## src/rtl/pong_ball_engine_if.sv

```systemverilog
// Frame-rate bus between the pong engine and its neighbours: paddle inputs,
// frame strobe and serve request in; registered ball, score and state out.
interface pong_ball_engine_if;
    logic       frame_tick;
    logic       serve;
    logic [8:0] p1_y;
    logic [8:0] p2_y;
    logic [9:0] ball_x;
    logic [9:0] ball_y;
    logic [3:0] score_p1;
    logic [3:0] score_p2;
    logic       point_pulse;
    logic       game_over;
    logic [1:0] state;

    modport master (
        output frame_tick, serve, p1_y, p2_y,
        input  ball_x, ball_y, score_p1, score_p2, point_pulse, game_over, state
    );

    modport slave (
        input  frame_tick, serve, p1_y, p2_y,
        output ball_x, ball_y, score_p1, score_p2, point_pulse, game_over, state
    );
endinterface

```

## src/rtl/pong_ball_engine.sv

```systemverilog
// Pong game-state engine: ball motion, wall/paddle collision, scoring and the
// IDLE/SERVE/PLAY/GAME_OVER sequence. Define PONG_SPEEDUP_EN for paddle-hit speedup.
module pong_ball_engine #(
    parameter int SCREEN_W     = 640,
    parameter int SCREEN_H     = 480,
    parameter int BALL_SIZE    = 4,
    parameter int PADDLE_W     = 5,
    parameter int PADDLE_H     = 50,
    parameter int P1_X         = 0,
    parameter int P2_X         = 635,
    parameter int SERVE_FRAMES = 60,
    parameter int WIN_SCORE    = 9
) (
    input  logic             pixel_clk,
    input  logic             reset,
    pong_ball_engine_if.slave bus
);
    typedef enum logic [1:0] {IDLE = 2'd0, SERVE = 2'd1, PLAY = 2'd2, GAME_OVER = 2'd3} state_t;

    localparam int                 CW    = $clog2(SERVE_FRAMES + 1);
    localparam logic [9:0]         CX    = 10'((SCREEN_W - BALL_SIZE) / 2);
    localparam logic [9:0]         CY    = 10'((SCREEN_H - BALL_SIZE) / 2);
    localparam logic signed [11:0] Y_MAX = 12'(SCREEN_H - BALL_SIZE);
    localparam logic signed [11:0] X_L   = 12'(P1_X + PADDLE_W);
    localparam logic signed [11:0] X_R   = 12'(P2_X - BALL_SIZE);
    localparam logic signed [11:0] BS    = 12'(BALL_SIZE);
    localparam logic signed [11:0] PH    = 12'(PADDLE_H);
    localparam logic signed [11:0] P2X   = 12'(P2_X);
    localparam logic signed [11:0] SW    = 12'(SCREEN_W);
    localparam logic [3:0]         WIN   = 4'(WIN_SCORE);

    state_t        state_q;
    logic [9:0]    ball_x_q, ball_y_q;
    logic          vx_neg_q, vy_neg_q;
    logic [CW-1:0] cnt_q;
    logic [3:0]    sc1_q, sc2_q;
    logic          pulse_q, over_q;
    logic [2:0]    spd;

    logic signed [11:0] bx, by, vx, vy, nx, ny, p1, p2;
    logic [9:0]         ball_y_d;
    logic               vy_neg_d;
    logic               hit_l, hit_r, miss_l, miss_r;
    logic [3:0]         sc1_d, sc2_d;
    logic               win_d;

    // Candidate next position; every rule below judges it against the current frame.
    always_comb begin
        bx       = 12'(ball_x_q);
        by       = 12'(ball_y_q);
        p1       = 12'(bus.p1_y);
        p2       = 12'(bus.p2_y);
        vx       = vx_neg_q ? -12'(spd) : 12'(spd);
        vy       = vy_neg_q ? -12'sd1 : 12'sd1;
        nx       = bx + vx;
        ny       = by + vy;
        ball_y_d = ny[9:0];
        vy_neg_d = vy_neg_q;
        if (ny <= 0) begin
            ball_y_d = '0;
            vy_neg_d = 1'b0;
        end else if (ny >= Y_MAX) begin
            ball_y_d = Y_MAX[9:0];
            vy_neg_d = 1'b1;
        end
        hit_l  = vx_neg_q && (nx <= X_L) && (by < p1 + PH) && (p1 < by + BS);
        hit_r  = !vx_neg_q && (nx + BS >= P2X) && (by < p2 + PH) && (p2 < by + BS);
        miss_l = nx < 0;
        miss_r = nx + BS > SW;
        sc1_d  = (sc1_q < WIN) ? sc1_q + 4'd1 : sc1_q;
        sc2_d  = (sc2_q < WIN) ? sc2_q + 4'd1 : sc2_q;
        win_d  = miss_l ? (sc2_d == WIN) : (sc1_d == WIN);
    end

    always_ff @(posedge pixel_clk) begin
        if (reset) begin
            state_q  <= IDLE;
            ball_x_q <= CX;
            ball_y_q <= CY;
            vx_neg_q <= 1'b0;
            vy_neg_q <= 1'b0;
            cnt_q    <= '0;
            sc1_q    <= '0;
            sc2_q    <= '0;
            pulse_q  <= 1'b0;
            over_q   <= 1'b0;
        end else begin
            pulse_q <= 1'b0;
            if (bus.frame_tick) begin
                case (state_q)
                    IDLE: begin
                        if (bus.serve) begin
                            state_q <= SERVE;
                            cnt_q   <= '0;
                        end
                    end
                    SERVE: begin
                        ball_x_q <= CX;
                        ball_y_q <= CY;
                        vy_neg_q <= 1'b0;
                        if (cnt_q == CW'(SERVE_FRAMES - 1)) state_q <= PLAY;
                        else                                 cnt_q   <= cnt_q + CW'(1);
                    end
                    PLAY: begin
                        ball_y_q <= ball_y_d;
                        vy_neg_q <= vy_neg_d;
                        if (hit_l) begin
                            ball_x_q <= X_L[9:0];
                            vx_neg_q <= 1'b0;
                        end else if (hit_r) begin
                            ball_x_q <= X_R[9:0];
                            vx_neg_q <= 1'b1;
                        end else if (miss_l || miss_r) begin
                            // Next serve heads toward whoever just lost the point.
                            pulse_q  <= 1'b1;
                            ball_x_q <= CX;
                            ball_y_q <= CY;
                            vx_neg_q <= miss_l;
                            vy_neg_q <= 1'b0;
                            cnt_q    <= '0;
                            if (miss_l) sc2_q <= sc2_d;
                            else        sc1_q <= sc1_d;
                            state_q  <= win_d ? GAME_OVER : SERVE;
                            over_q   <= win_d;
                        end else begin
                            ball_x_q <= nx[9:0];
                        end
                    end
                    GAME_OVER: begin
                        if (bus.serve) begin
                            sc1_q   <= '0;
                            sc2_q   <= '0;
                            cnt_q   <= '0;
                            over_q  <= 1'b0;
                            state_q <= SERVE;
                        end
                    end
                    default: state_q <= IDLE;
                endcase
            end
        end
    end

`ifdef PONG_SPEEDUP_EN
    logic [2:0] spd_q;
    logic [1:0] hits_q;
    assign spd = spd_q;

    // Every fourth paddle return adds one pixel/frame, up to four; a point resets it.
    always_ff @(posedge pixel_clk) begin
        if (reset) begin
            spd_q  <= 3'd1;
            hits_q <= '0;
        end else if (bus.frame_tick && state_q == PLAY) begin
            if (hit_l || hit_r) begin
                hits_q <= hits_q + 2'd1;
                if (hits_q == 2'd3 && spd_q < 3'd4) spd_q <= spd_q + 3'd1;
            end else if (miss_l || miss_r) begin
                spd_q  <= 3'd1;
                hits_q <= '0;
            end
        end
    end
`else
    assign spd = 3'd1;
`endif

    assign bus.ball_x      = ball_x_q;
    assign bus.ball_y      = ball_y_q;
    assign bus.score_p1    = sc1_q;
    assign bus.score_p2    = sc2_q;
    assign bus.point_pulse = pulse_q;
    assign bus.game_over   = over_q;
    assign bus.state       = state_q;
endmodule

```

## src/flat_wrapper.sv

```systemverilog
// flat-port wrapper written by rule: the top's interface ports become plain ports
module pong_ball_engine_flat 
#(
    parameter int SCREEN_W     = 640,
    parameter int SCREEN_H     = 480,
    parameter int BALL_SIZE    = 4,
    parameter int PADDLE_W     = 5,
    parameter int PADDLE_H     = 50,
    parameter int P1_X         = 0,
    parameter int P2_X         = 635,
    parameter int SERVE_FRAMES = 60,
    parameter int WIN_SCORE    = 9
)
  (pixel_clk, reset, bus_frame_tick, bus_serve, bus_p1_y, bus_p2_y, bus_ball_x, bus_ball_y, bus_score_p1, bus_score_p2, bus_point_pulse, bus_game_over, bus_state);
  pong_ball_engine_if bus_i ();
  input  logic pixel_clk;
  input  logic reset;
  input wire logic [$bits(bus_i.frame_tick)-1:0] bus_frame_tick;
  input wire logic [$bits(bus_i.serve)-1:0] bus_serve;
  input wire logic [$bits(bus_i.p1_y)-1:0] bus_p1_y;
  input wire logic [$bits(bus_i.p2_y)-1:0] bus_p2_y;
  output wire logic [$bits(bus_i.ball_x)-1:0] bus_ball_x;
  output wire logic [$bits(bus_i.ball_y)-1:0] bus_ball_y;
  output wire logic [$bits(bus_i.score_p1)-1:0] bus_score_p1;
  output wire logic [$bits(bus_i.score_p2)-1:0] bus_score_p2;
  output wire logic [$bits(bus_i.point_pulse)-1:0] bus_point_pulse;
  output wire logic [$bits(bus_i.game_over)-1:0] bus_game_over;
  output wire logic [$bits(bus_i.state)-1:0] bus_state;
  assign bus_i.frame_tick = bus_frame_tick;
  assign bus_i.serve = bus_serve;
  assign bus_i.p1_y = bus_p1_y;
  assign bus_i.p2_y = bus_p2_y;
  assign bus_ball_x = bus_i.ball_x;
  assign bus_ball_y = bus_i.ball_y;
  assign bus_score_p1 = bus_i.score_p1;
  assign bus_score_p2 = bus_i.score_p2;
  assign bus_point_pulse = bus_i.point_pulse;
  assign bus_game_over = bus_i.game_over;
  assign bus_state = bus_i.state;
  pong_ball_engine #(.SCREEN_W(SCREEN_W), .SCREEN_H(SCREEN_H), .BALL_SIZE(BALL_SIZE), .PADDLE_W(PADDLE_W), .PADDLE_H(PADDLE_H), .P1_X(P1_X), .P2_X(P2_X), .SERVE_FRAMES(SERVE_FRAMES), .WIN_SCORE(WIN_SCORE)) u_core (.pixel_clk(pixel_clk), .reset(reset), .bus(bus_i));
endmodule
```

## config.mk

```make
export PLATFORM = sky130hd
export DESIGN_NAME = pong_ball_engine_flat
export DESIGN_NICKNAME = d
export VERILOG_FILES = /design/src/rtl/pong_ball_engine_if.sv /design/src/rtl/pong_ball_engine.sv /design/src/flat_wrapper.sv
export SDC_FILE = /design/constraint.sdc
export NUM_CORES = 1
export LEC_CHECK = 0
export ABC_AREA = 1
export CAP_MARGIN = 20
export CELL_PAD_IN_SITES_DETAIL_PLACEMENT = 1
export CELL_PAD_IN_SITES_GLOBAL_PLACEMENT = 1
export CORE_MARGIN = 2
export CORE_UTILIZATION = 30
export DETAILED_ROUTE_END_ITERATION = 16
export GPL_TIMING_DRIVEN = 0
export PLACE_DENSITY_LB_ADDON = 0.1
export SYNTH_ARGS = -nofsm -noshare
export SYNTH_HDL_FRONTEND = slang
export SYNTH_SLANG_ARGS = --single-unit
```

## constraint.sdc

```tcl
create_clock -name pixel_clk -period 9.2 [get_ports pixel_clk]
set_clock_uncertainty 0.1 [all_clocks]
set_input_delay 1.38 -clock pixel_clk [delete_from_list [all_inputs] [get_ports pixel_clk]]
set_output_delay 1.38 -clock pixel_clk [all_outputs]
set_load 0.05 [all_outputs]
```

==> out/metrics.cfg, run 1 <==
[power_and_ir_drop]
switching_share_pct = 42.8
pwr-share-seq_pct = 29.6
ir_drop_uv = 58.1
p_sw_w = 0.000308
p_comb_share_pct = 45.4
p_int_w = 0.000411
power_leakage_nw = 2.77
power_w = 0.000720
powerDensity_nw_per_um2 = 125
power.share.clock_pct = 25.0

[logic_synthesis]
netlist.top_cell.by_area = ha_1
syn_nets = 840
ys.flop_type = dfxtp_1
ys_ff_latch = 40
synth_edf_count = 0
synthArstFlopShare_pct = 0
syn_area_um2 = 4830
synthesis.instances = 745
yosysUniqueCellTypes = 40
yosysWarnings = 0
syn_avg_cell_area_um2 = 6.48
synth_seq_area_share_pct = 16.6
synthTopCellsByArea = ha_1, dfxtp_1, nand2_1
synth_top_area_share_pct = 18.4

[cts]
clock_latency_ps = 290
clockBufferDepth = 2
numCtsBuffers = 5
clk_pin_slew_ps = 60
h-tree-depth = 2
cts.repair.resized = 0
root_buffer = clkbuf_16
post_cts_buffers = 0
tritoncts = done
cts.sinks = 40
holdBufCountCts = 0

[route]
wl_mm = 14.8
vias_per_cell = 4.87
antenna_left = 0
drt_iter0_drc = 172
first_pass_iters = 5
remaining_drc_errors = 0
wl_per_cell_um = 14.5
num_vias = 4973

[placed_design]
placedInstanceArea_um2 = 5630
dpl.cell_count = 1014
dpl.hpwl_mm = 12.4
port_buffers = 53
pre_cts_ws_ps = 4520
gp_congestion = 0.815

[die]
die_w_um = 131
start_util_pct = 30.5
die_y_um = 131
core_area_um2 = 15800
ios = 54
die_area_um2 = 17100
rows = 46

[setup_path]
cpMostUsedCell = nand2_1
required_ps = 9270
path_buf_inv = 1
arrival_ps = 4420
r2r_cells = 18
startpoint_type = primary input
reg2reg_to = u_core.bus.score_p2[0]
worstReg2RegStart = u_core.vx_neg_q
path_depth = 20
crit_fanout = 9
worstPathCellList = clkdlybuf4s50_1 > ha_1 > xnor2_1 > ha_1 > a21oi_1 > o21ai_0 > nand2_1 > nand2_1 > nand2_1 > nand2_1 > nand2_1 > nand2_1 > a21oi_1 > o21bai_1 > nor2_1 > nand4_4 > nand3_2 > nand3_1 > o21ai_0 > nand2_1
critPathKind = primary input to flip-flop
critPathSlowestCell = clkdlybuf4s50_1
critical-path-top-delay-family = simple AND/OR/NAND/NOR gates
slowest_delay_ps = 480
ff2ff_setup_slack_ps = 5330
end_kind = flip-flop

[worst_hold_path]
holdPathEnd = u_core.bus.game_over
hold_depth = 2
min_path_type = flip-flop to flip-flop
min_from = u_core.bus.game_over

[layout]
fin_nets = 900
diodes = 0
drive_above_1_share_pct = 4.84
fin_area_um2 = 5780
fillers = 2050
areaGrowthSynthToFinish_pct = 19.6
fin_cells = 1022

[grt]
grt_pass1_wl_mm = 24.8
grt-busiest-layer = met2
met1_usage_pct = 23.9
antenna_found_initial = 0
grt_util_all_layers_pct = 17.9
grt.met2_usage_pct = 32.3
met3_usage_pct = 1.38
overflow = 0
grt_max_degree = 17
grt_pass1_vias = 4996

[timing]
worst_pin_slew_ps = 682
grt_setup_unrepaired = false
fmax_ghz = 0.230
setup_tns_ps = 0
post-route-period-util_pct = 47.3
period_minus_slack_ps = 4350
finalHoldViolations = 0
finalSetupViolations = 0
slew_headroom_pct = 54.5
fin_ws_ps = 4850
slew_viol_final = 0

[status]
outcome = completed

[flow_run]
maxCapViolCount = 0

## power by group through the flow
stage	logic [W]	clock network [W]	registers (W)
floorplan	0.000190	0	0.000254
global placement	0.000320	0	0.000217
detailed placement	0.000330	0	0.000218
CTS	0.000332	0.000185	0.000214
global route	0.000370	0.000193	0.000216
finish	0.000327	0.000180	0.000213
## layout by cell type (no fill, tap or decap), types with 3 or more instances in the layout
master / count
a21o_1: 3
a21oi_1: 66
clkbuf_1: 9
clkbuf_16: 5
clkdlybuf4s50_1: 53
dfxtp_1: 40
ha_1: 71
inv_1: 99
inv_2: 6
nand2_1: 188
nand2_2: 5
nand2_4: 4
nand3_1: 54
nand3_2: 6
nand3b_1: 3
nand4_1: 18
nor2_1: 58
nor3_1: 11
nor4_1: 6
o211ai_1: 7
o21ai_0: 24
o21ai_1: 9
o21bai_1: 3
o31ai_1: 3
xnor2_1: 7
xor2_1: 24
## worst reg2reg max path, stage by stage (launching register included)
cell	delay [ps]
dfxtp_1	750
ha_1	420
a21oi_1	340
nor2_1	80
nor2_1	130
nand3_1	80
nand2_1	160
inv_1	150
nor2_1	140
nand4_1	160
nand2_1	100
nand3_1	70
a21oi_1	240
nand3_2	240
nand2_1	140
inv_1	100
nand2_1	150
nand2_1	70
a21oi_1	140
## stage by stage
step	hold WS [ps]	utilization (%)
2_1_floorplan	363	-
3_3_place_gp	356	35.6
3_5_place_dp	358	35.6
4_1_cts	367	36.5
5_1_grt	390	36.5
6_report	369	36.5
## worst max-delay path by stage
stage | start | to | slack (ps)
3_3_place_gp | bus_p2_y[1] | u_core.bus.ball_y[5] | 4550
3_5_place_dp | bus_p2_y[1] | u_core.cnt_q[1] | 4520
4_1_cts | bus_p2_y[1] | u_core.bus.ball_y[1] | 4800
6_report | bus_p2_y[1] | u_core.bus.ball_y[1] | 4850
5_1_grt | bus_p2_y[1] | u_core.bus.ball_y[5] | 4520
2_1_floorplan | bus_p2_y[1] | u_core.cnt_q[1] | 5580
## registers in the layout, indices dropped and copies added, names as in the netlist, 2 cells and up
register / count
u_core.bus.ball_x: 10
u_core.bus.score_p2: 4
u_core.bus.score_p1: 4
u_core.bus.state: 2
u_core.cnt_q: 6
u_core.bus.ball_y: 10
## logic make-up (layout without fill, tap and decap cells)
family                   after synthesis  after routing  synth area share, %
AO/OA/AOI/OAI                        120            120                 13.6
XOR/XNOR                              31             31                 5.62
adder cells (fa/ha/maj)               73             73                 19.2
buffers and inverters                114            175                 8.86
flip-flops                            40             40                 16.6
AND/OR/NAND/NOR                      367            367                 36.1
## Yosys cell counts (all sizes together) (4+ instances only)
cell type    n
xnor2        7
o211ai       7
nand4       21
nor3        11
inv        105
clkbuf       7
nand3       62
a21oi       66
nor2        62
dfxtp       40
o21ai       33
xor2        24
nand2      197
nor4         6
ha          71
nand3b       4
## metal layers
layer | wire, um | share of wire [%]
met2 | 7240 | 49
met5 | 0 | 0
met3 | 262 | 1.8
met4 | 72 | 0.49
met1 | 7240 | 49
## cell type report
cell class                      count  area, um^2  share of cell area [%]
Timing Repair Buffer               53         531                    9.18
Multi-Input combinational cell    591        3600                    62.3
Clock buffer                        8         146                    2.53
Tap cell                          216         270                    4.68
Buffer                              7        26.3                   0.455
Inverter                          107         402                    6.95
Sequential cell                    40         801                    13.9
Power figures use the tool's default switching activity.
==> inputs of run 2 (changes only) <==
- clock period: 9.2 -> 3.5 ns (I/O delays scaled with it)
==> run 2 against run 1 <==
Against the previous run:
- first-iteration DRC count up 10%
- hold slack lost 2.3 ps
- cell count rose by 2.0%
- clock-buffer cell count did not move
- clock power rose to 2.6 times the previous value
- wire length grew 4.9%
- final area up 5.8%
==> out/metrics.cfg, run 2 (synthesized netlist as in run 1, its figures left out) <==
[cts]
numCtsBuffers = 5  ; unchanged
tritoncts = done
clk_pin_slew_ps = 60  ; about the same
h-tree-depth = 2  ; unchanged
clock_latency_ps = 280  ; about the same
cts.sinks = 40  ; unchanged
root_buffer = clkbuf_16
clockBufferDepth = 2  ; unchanged

[worst_hold_path]
min_path_type = flip-flop to flip-flop
min_from = u_core.bus.game_over

[power_and_ir_drop]
ir_drop_uv = 155  ; +170%
power_w = 0.00194  ; +170%
power_leakage_nw = 2.87  ; +3.8%
powerDensity_nw_per_um2 = 317  ; +150%

[setup_path]
endpoint = u_core.cnt_q[5]
critical-path-top-delay-family = simple AND/OR/NAND/NOR gates
path_buf_inv = 5  ; +4
required_ps = 3610  ; -5660 ps
reg2reg_to = u_core.cnt_q[5]
path_depth = 22  ; +10%
ff2ff_setup_slack_ps = 170  ; -5160 ps
r2r_cells = 22  ; +4
worstPathCellList = buf_8 > fa_2 > nand2_2 > inv_2 > nor2_4 > nand3_4 > nor2_8 > nand3_4 > nor2_8 > nand2_1 > nand2_1 > nand2_1 > inv_2 > nand3_4 > inv_2 > nand3_1 > nand2_2 > nand4_4 > nand2_4 > buf_4 > o21ai_1 > a21oi_1
critPathSlowestCell = dfxtp_4
worstReg2RegStart = u_core.vx_neg_q
end_kind = flip-flop
crit_fanout = 8  ; -1
arrival_ps = 3430  ; -990 ps
startpoint = u_core.vx_neg_q
slowest_delay_ps = 390  ; -90 ps
critPathKind = flip-flop to flip-flop
startpoint_type = flip-flop

[route]
antenna_left = 0  ; unchanged
remaining_drc_errors = 0  ; unchanged
wl_per_cell_um = 14.9  ; +2.8%
num_vias = 5087  ; +2.3%
first_pass_iters = 4  ; -1
vias_per_cell = 4.88  ; +0.33%
wl_mm = 15.5  ; +4.9%
drt_iter0_drc = 190  ; +10%

[timing]
worst_pin_slew_ps = 656  ; -25.6 ps
grt_setup_unrepaired = true
post-route-period-util_pct = 95.0
period_minus_slack_ps = 3330
finalSetupViolations = 0  ; unchanged
finalHoldViolations = 0  ; unchanged
fin_hold_ws_ps = 367  ; -2.32 ps
slew_headroom_pct = 56.2  ; +1.8 points
slew_viol_final = 0  ; unchanged
fmax_ghz = 0.301

[flow_run]
maxCapViolCount = 0  ; unchanged

[placed_design]
gp_congestion = 0.815  ; unchanged
port_buffers = 53  ; unchanged
dpl.hpwl_mm = 12.4  ; unchanged
dpl.cell_count = 1014  ; unchanged

[die]
start_util_pct = 30.5  ; unchanged
ios = 54  ; unchanged
rows = 46  ; unchanged
die_w_um = 131  ; unchanged
die_area_um2 = 17100  ; unchanged
core_area_um2 = 15800  ; unchanged
die_y_um = 131  ; unchanged

[grt]
grt_pass1_vias = 5007  ; +0.22%
grt-busiest-layer = met2
grt_util_all_layers_pct = 17.9  ; about the same
grt_pass1_wl_mm = 24.8  ; about the same
antenna_found_initial = 0  ; unchanged
overflow = 0  ; unchanged
grt_max_degree = 17  ; unchanged
met3_usage_pct = 1.38  ; unchanged
met1_usage_pct = 23.8  ; -0.074 points
grt.met2_usage_pct = 32.4  ; +0.061 points

[layout]
areaGrowthSynthToFinish_pct = 26.6
fin_cells = 1042  ; +2.0%
fin_nets = 920  ; +2.2%
diodes = 0  ; unchanged
mostFrequentLayoutCells = nand2_1, inv_1, ha_1, a21oi_1
drive_above_1_share_pct = 11.6  ; +6.8 points
final_common_cell = nand2_1

[status]
outcome = completed

[run 2: cell types whose count changed in the layout (fill, tap and decap cells not counted), sizes merged]
cell,before,now
dlymetal6s2s,0,1
buf,0,20
clkdlybuf4s50,53,52
[run 2: layout make-up]
| type | instances | area, um^2 |
|---|---|---|
| tap | 216 | 270 |
| timing repair buffer | 73 | 694 |
| clock buffer | 8 | 146 |
| sequential | 40 | 808 |
| buffer | 7 | 26.3 |
| inverter | 107 | 402 |
| fill | 2037 | 9710 |
| multi-input combinational | 591 | 3770 |
[run 2: how the worst min path moves through the flow]
| stage | endpoint | depth (start not counted) |
|---|---|---|
| after detailed placement | u_core.bus.game_over | 2 |
| final | u_core.bus.game_over | 2 |
| after floorplan | u_core.cnt_q[3] | 2 |
| after global placement | u_core.bus.game_over | 2 |
| after CTS | u_core.bus.game_over | 2 |
| after global routing | u_core.bus.game_over | 2 |
[run 2: tightest hold or removal path, stage by stage, from the launching register on]
cell and delay [ps]:
dfxtp_1 320, inv_1 50, a21oi_1 50
[run 2: routing by layer]
layer  share of wire, %  routed length (um)
met3                1.4                 225
met1                 48                7400
met2                 50                7840
met4               0.46                  72
met5                  0                   0
[run 2: report_power, final]
part | internal, W | total, W | switching (W)
logic | 0.000330 | 0.000904 | 0.000574
registers | 0.000493 | 0.000564 | 0.0000708
clock network | 0.000285 | 0.000471 | 0.000187
total | 0.00111 | 0.00194 | 0.000832
[run 2: metrics by stage]
step	setup slack (ps)	util (%)	instance area, um^2	setup TNS [ps]
3_5_place_dp	-409	35.6	5630	-9810
5_1_grt	-40.6	38.6	6110	-163
4_1_cts	14.3	36.6	5790	0
6_report	174	38.6	6110	0
3_3_place_gp	-322	35.6	5630	-8300
2_1_floorplan	333	-	4830	0
[run 2: timing repair]
| action | in CTS | in global routing |
|---|---|---|
| cloned | 0 | 0 |
| hold buffers | 0 | 0 |
| gates resized for setup | 4 | 51 |
| pin swaps | 0 | 15 |
| buffers inserted | 1 | 19 |
| endpoints found under the setup margin | 39 | 38 |
| hold endpoints to repair | 0 | 0 |
